[src/rtl/pia_input_cond.sv]
// rtl/pia_input_cond.sv - joystick/console input conditioner producing SWCHA/SWCHB
module pia_input_cond #(
    parameter int TICK_DIV = 1000,
    parameter int DB_TICKS = 4
) (
    input  logic       clk_i,
    input  logic       rst_i,
    input  logic [7:0] joy_i,
    input  logic [4:0] con_i,
    output logic [7:0] swcha_o,
    output logic [7:0] swchb_o,
    output logic       changed_o
);
    localparam int NB = 13;
    localparam int PW = (TICK_DIV > 1) ? $clog2(TICK_DIV) : 1;
    localparam int CW = (DB_TICKS > 0) ? $clog2(DB_TICKS + 1) : 1;
    localparam logic [PW-1:0] PRE_LAST = PW'(TICK_DIV - 1);
    localparam logic [CW-1:0] CNT_LAST = CW'(DB_TICKS - 1);

    logic [NB-1:0]         sync1;
    logic [NB-1:0]         sync2;
    logic [PW-1:0]         pre;
    logic                  tick;
    logic [NB-1:0]         db;
    logic [NB-1:0]         db_nxt;
    logic [NB-1:0][CW-1:0] cnt;
    logic [NB-1:0][CW-1:0] cnt_nxt;
    logic [2:0]            tog_prev;
    logic [2:0]            rise;
    logic                  colour;
    logic                  diff0;
    logic                  diff1;
    logic                  colour_nxt;
    logic                  diff0_nxt;
    logic                  diff1_nxt;
    logic [7:0]            joy_clean;
    logic [7:0]            swcha_nxt;
    logic [7:0]            swchb_nxt;

    // Nibble is {right, left, down, up}; opposing pairs pressed together cancel.
    function automatic logic [3:0] socd(input logic [3:0] n);
        logic [3:0] r;
        r = n;
        if (n[3] && n[2]) r[3:2] = 2'b00;
        if (n[1] && n[0]) r[1:0] = 2'b00;
        return r;
    endfunction

    assign tick = (pre == PRE_LAST);

    always_comb begin
        db_nxt  = db;
        cnt_nxt = cnt;
        if (tick) begin
            for (int i = 0; i < NB; i++) begin
                if (sync2[i] == db[i]) begin
                    cnt_nxt[i] = '0;
                end else if (cnt[i] == CNT_LAST) begin
                    db_nxt[i]  = sync2[i];
                    cnt_nxt[i] = '0;
                end else begin
                    cnt_nxt[i] = cnt[i] + CW'(1);
                end
            end
        end
    end

    // Toggle buttons act on the press edge of their debounced level only.
    always_comb begin
        rise       = db[12:10] & ~tog_prev;
        colour_nxt = colour ^ rise[0];
        diff0_nxt  = diff0 ^ rise[1];
        diff1_nxt  = diff1 ^ rise[2];
        joy_clean  = {socd(db[7:4]), socd(db[3:0])};
        swcha_nxt  = ~joy_clean;
        swchb_nxt  = {diff1_nxt, diff0_nxt, 2'b11, colour_nxt, 1'b1, ~db[9], ~db[8]};
    end

    always_ff @(posedge clk_i) begin
        if (rst_i) begin
            sync1     <= '0;
            sync2     <= '0;
            pre       <= '0;
            db        <= '0;
            cnt       <= '0;
            tog_prev  <= '0;
            colour    <= 1'b1;
            diff0     <= 1'b0;
            diff1     <= 1'b0;
            swcha_o   <= 8'hFF;
            swchb_o   <= 8'h3F;
            changed_o <= 1'b0;
        end else begin
            sync1     <= {con_i, joy_i};
            sync2     <= sync1;
            pre       <= tick ? '0 : pre + PW'(1);
            db        <= db_nxt;
            cnt       <= cnt_nxt;
            tog_prev  <= db[12:10];
            colour    <= colour_nxt;
            diff0     <= diff0_nxt;
            diff1     <= diff1_nxt;
            swcha_o   <= swcha_nxt;
            swchb_o   <= swchb_nxt;
            changed_o <= ({swcha_nxt, swchb_nxt} != {swcha_o, swchb_o});
        end
    end
endmodule

[config.mk]
export PLATFORM = sky130hd
export DESIGN_NAME = pia_input_cond
export DESIGN_NICKNAME = d
export VERILOG_FILES = /design/src/rtl/pia_input_cond.sv
export SDC_FILE = /design/constraint.sdc
export NUM_CORES = 1
export LEC_CHECK = 0
export BUFFER_PORTS_ARGS = -buffer_cell sky130_fd_sc_hd__buf_4
export CAP_MARGIN = 10
export CORE_MARGIN = 2
export CORE_UTILIZATION = 47
export DETAILED_ROUTE_END_ITERATION = 8
export PLACE_DENSITY = 0.71
export SETUP_SLACK_MARGIN = 0.5
export SYNTH_ARGS = -nofsm -noshare
export SYNTH_HDL_FRONTEND = slang
export SYNTH_SLANG_ARGS = --single-unit
[constraint.sdc]
create_clock -name clk_i -period 1.9 [get_ports clk_i]
set_input_delay 0.095 -clock clk_i [delete_from_list [all_inputs] [get_ports clk_i]]
set_output_delay 0.095 -clock clk_i [all_outputs]
set_load 0.02 [all_outputs]
==> out/results.txt <==
status -> finished clean
Max-cap violations -> 0
warning count from the yosys run -> 0
Post-synth EDFFs -> 0
Skew-Pair Late Insertion Delay -> 0.37 ns
Worst Skew -> 0.00914 ns
Setup TNS Final -> 0 ns
f_max -> 608 MHz
ys flop type -> dfxtp_1
total CTS buffers -> 9
TritonCTS clock tree -> yes
# DRC -> 0
port bufs -> 28
Synth area leader -> dfxtp_1
site row count -> 34
flops & latches, synth -> 105
Critical R2R Capture -> cnt[3]$_SDFFE_PP0N_
Crit Path Max Fanout -> 7
PD cells -> 727 nW/µm²
nets -> 546
top cell type's share of synthesized area -> 49.2%
Final min period -> 1.65 ns
Worst Path Required -> 2.19 ns
Period Utilization, post-route -> 86.6%
Post-synth ARST share -> 0%
die area -> 9860 µm²
share of cells above drive strength 1 -> 21.3%
P_leak -> 0.00201 µW
Crit Path Class -> reg2reg
CP Launch Type -> flop
critical path buffer and inverter count -> 0
vias post-DR -> 3,310
clock-pin slew on the worst setup and hold paths -> 0.10 ns
Max Transition Viols Final -> 0
CTS sink count -> 105
worst-path cell chain -> ha_4, and4bb_4, nand3_4, or4_4, a21oi_2
# setup viols final -> 0
synthesized area -> 4270 µm²
Die Wd -> 99.3 µm
relative slew slack -> 31.5%
VDD IR max -> 384 µV
CP max stage delay -> 0.56 ns
global-route wire length before repair -> 14,000 µm
largest net degree at the start of global routing -> 106
R2R depth -> 5
critical path endpoint -> cnt[3]$_SDFFE_PP0N_
GPL Wtd Cong -> 0.824
Mapped Avg Cell Area -> 9.14 µm²
fin cells -> 630
GRT Util Overall -> 17.5%
Seq/Total Area, Yosys -> 49.2%
Max Buffers Root-to-Sink -> 2
DRT iter0 DRCs -> 241
Post-DRT Antenna Nets -> 0
Worst R2R Start -> pre[1]$_SDFF_PP0_
commonest cells after routing, fill and taps aside -> dfxtp_1 (97), nand2_1 (44), nor2b_1 (44)
Stages on worst setup path -> 5
routed len/inst -> 14.1 µm
RSZ-0062 raised after global routing -> true
placed insts -> 581
Die H -> 99.3 µm
crit path DAT -> 1.94 ns
# IOs -> 32
final hold violation count -> 0
Min-Delay Path Class -> in2reg
Top delay family on crit path -> simple AND/OR/NAND/NOR gates
CTS Root Cell -> clkbuf_8
core footprint -> 8760 µm²
n_diodes -> 0
H-tree depth -> 3
Layout Utilization -> 60.2%
worst-margin pin slew -> 1.03 ns
remaining global-route overflow -> 0
Unique masters post-synth -> 35
Area Overhead vs Synth -> 23.5%
highest-delay cell along the critical path -> or4_4
vias in the first global route -> 2,998
DRT Pass-1 Iters -> 4
drt via density -> 5.25
Post-DP HPWL -> 5150 µm
top post-synthesis cells by area -> dfxtp_1 (49%), nor2b_1 (6.9%), a21oi_1 (4.5%), ha_1 (4.1%), xnor2_1 (4.1%)
Gate Count Post-Synth -> 467
initial antenna violation count -> 0
Initial Util -> 48.7%
WL final -> 8890 µm
crit path from -> pre[1]$_SDFF_PP0_
Worst Setup End Kind -> flop
r2r setup slk -> 0.25 ns
commonest non-fill, non-tap cell in the layout -> dfxtp_1
-- layer usage --
layer	wire, µm	track usage (%)	up-vias
met5	0	0	-
met4	113	6.11	0
met3	341	4.43	11
met2	4230	27.8	47
met1	4200	23.2	1588
li1	-	-	1664
-- worst min path at each step --
stage | from | to | slack [ns] | depth (start not counted)
2_1_floorplan | joy_i[0] | sync1[0]$_SDFF_PP0_ | 0.22 | 1
3_3_place_gp | joy_i[4] | sync1[4]$_SDFF_PP0_ | 0.31 | 2
3_5_place_dp | con_i[2] | sync1[10]$_SDFF_PP0_ | 0.31 | 2
4_1_cts | rst_i | sync1[9]$_SDFF_PP0_ | 0.38 | 2
5_1_grt | rst_i | sync1[8]$_SDFF_PP0_ | 0.42 | 2
6_report | rst_i | sync2[9]$_SDFF_PP0_ | 0.38 | 2
-- metrics by stage --
stage	setup slack [ns]	hold slack, ns	power [µW]	cell area [µm²]
2_1_floorplan	0.352	0.223	2380	4330
4_1_cts	0.283	0.383	3860	5020
3_5_place_dp	0.164	0.309	2410	4550
3_3_place_gp	0.206	0.307	2410	4550
5_1_grt	0.204	0.423	3970	5270
6_report	0.254	0.378	3830	5270
-- report_power, final --
part | switching [µW] | internal, µW
sequential | 17.3 | 2230
combinational | 70.1 | 73.3
clock | 781 | 665
-- Yosys cell counts, types with 6 or more instances --
cell type  count
dfxtp_1      105
nor2b_1       47
nand2_1       44
nor2_1        39
a21oi_1       38
nand3_1       28
xnor2_1       20
clkbuf_1      17
nand3b_1      17
nand4_1       15
ha_1          14
nor3b_1       14
nor3_1         9
xor2_1         9
buf_4          8
nand2b_1       8
buf_2          6
-- area by class of cell --
class / instances / area [µm²]
sequential: 105 / 2120
inverter: 1 / 3.75
fill: 740 / 3490
tap: 108 / 135
clock inverter: 6 / 72.6
multi-input combinational: 331 / 2110
clock buffer: 10 / 138
timing repair buffer: 69 / 694
-- what timing repair did --
item                                    in CTS  in global routing
endpoints found under the hold margin       13                  0
buffers inserted                             8                  8
gates cloned                                 1                  3
resized for setup                           18                 26
pin swaps                                    7                 28
hold buffers                                13                  0
endpoints found under the setup margin      59                 61
-- state kept, by name (all words and copies together) (netlist names) --
signal / flops
cnt: 39
db: 13
sync1: 13
sync2: 13
pre: 10
swcha_o: 8
swchb_o: 5
tog_prev: 3
changed_o: 1
-- logic make-up after synthesis --
family	after synthesis	share of synthesized area, %
other cells	1	0.0878
buf+inv	33	3.78
compound gates	47	5.89
simple gates	238	31.0
xor+xnor	29	5.95
fa+ha+maj	14	4.10
flops	105	49.2
Note: power is estimated with default switching activity, not from simulation.
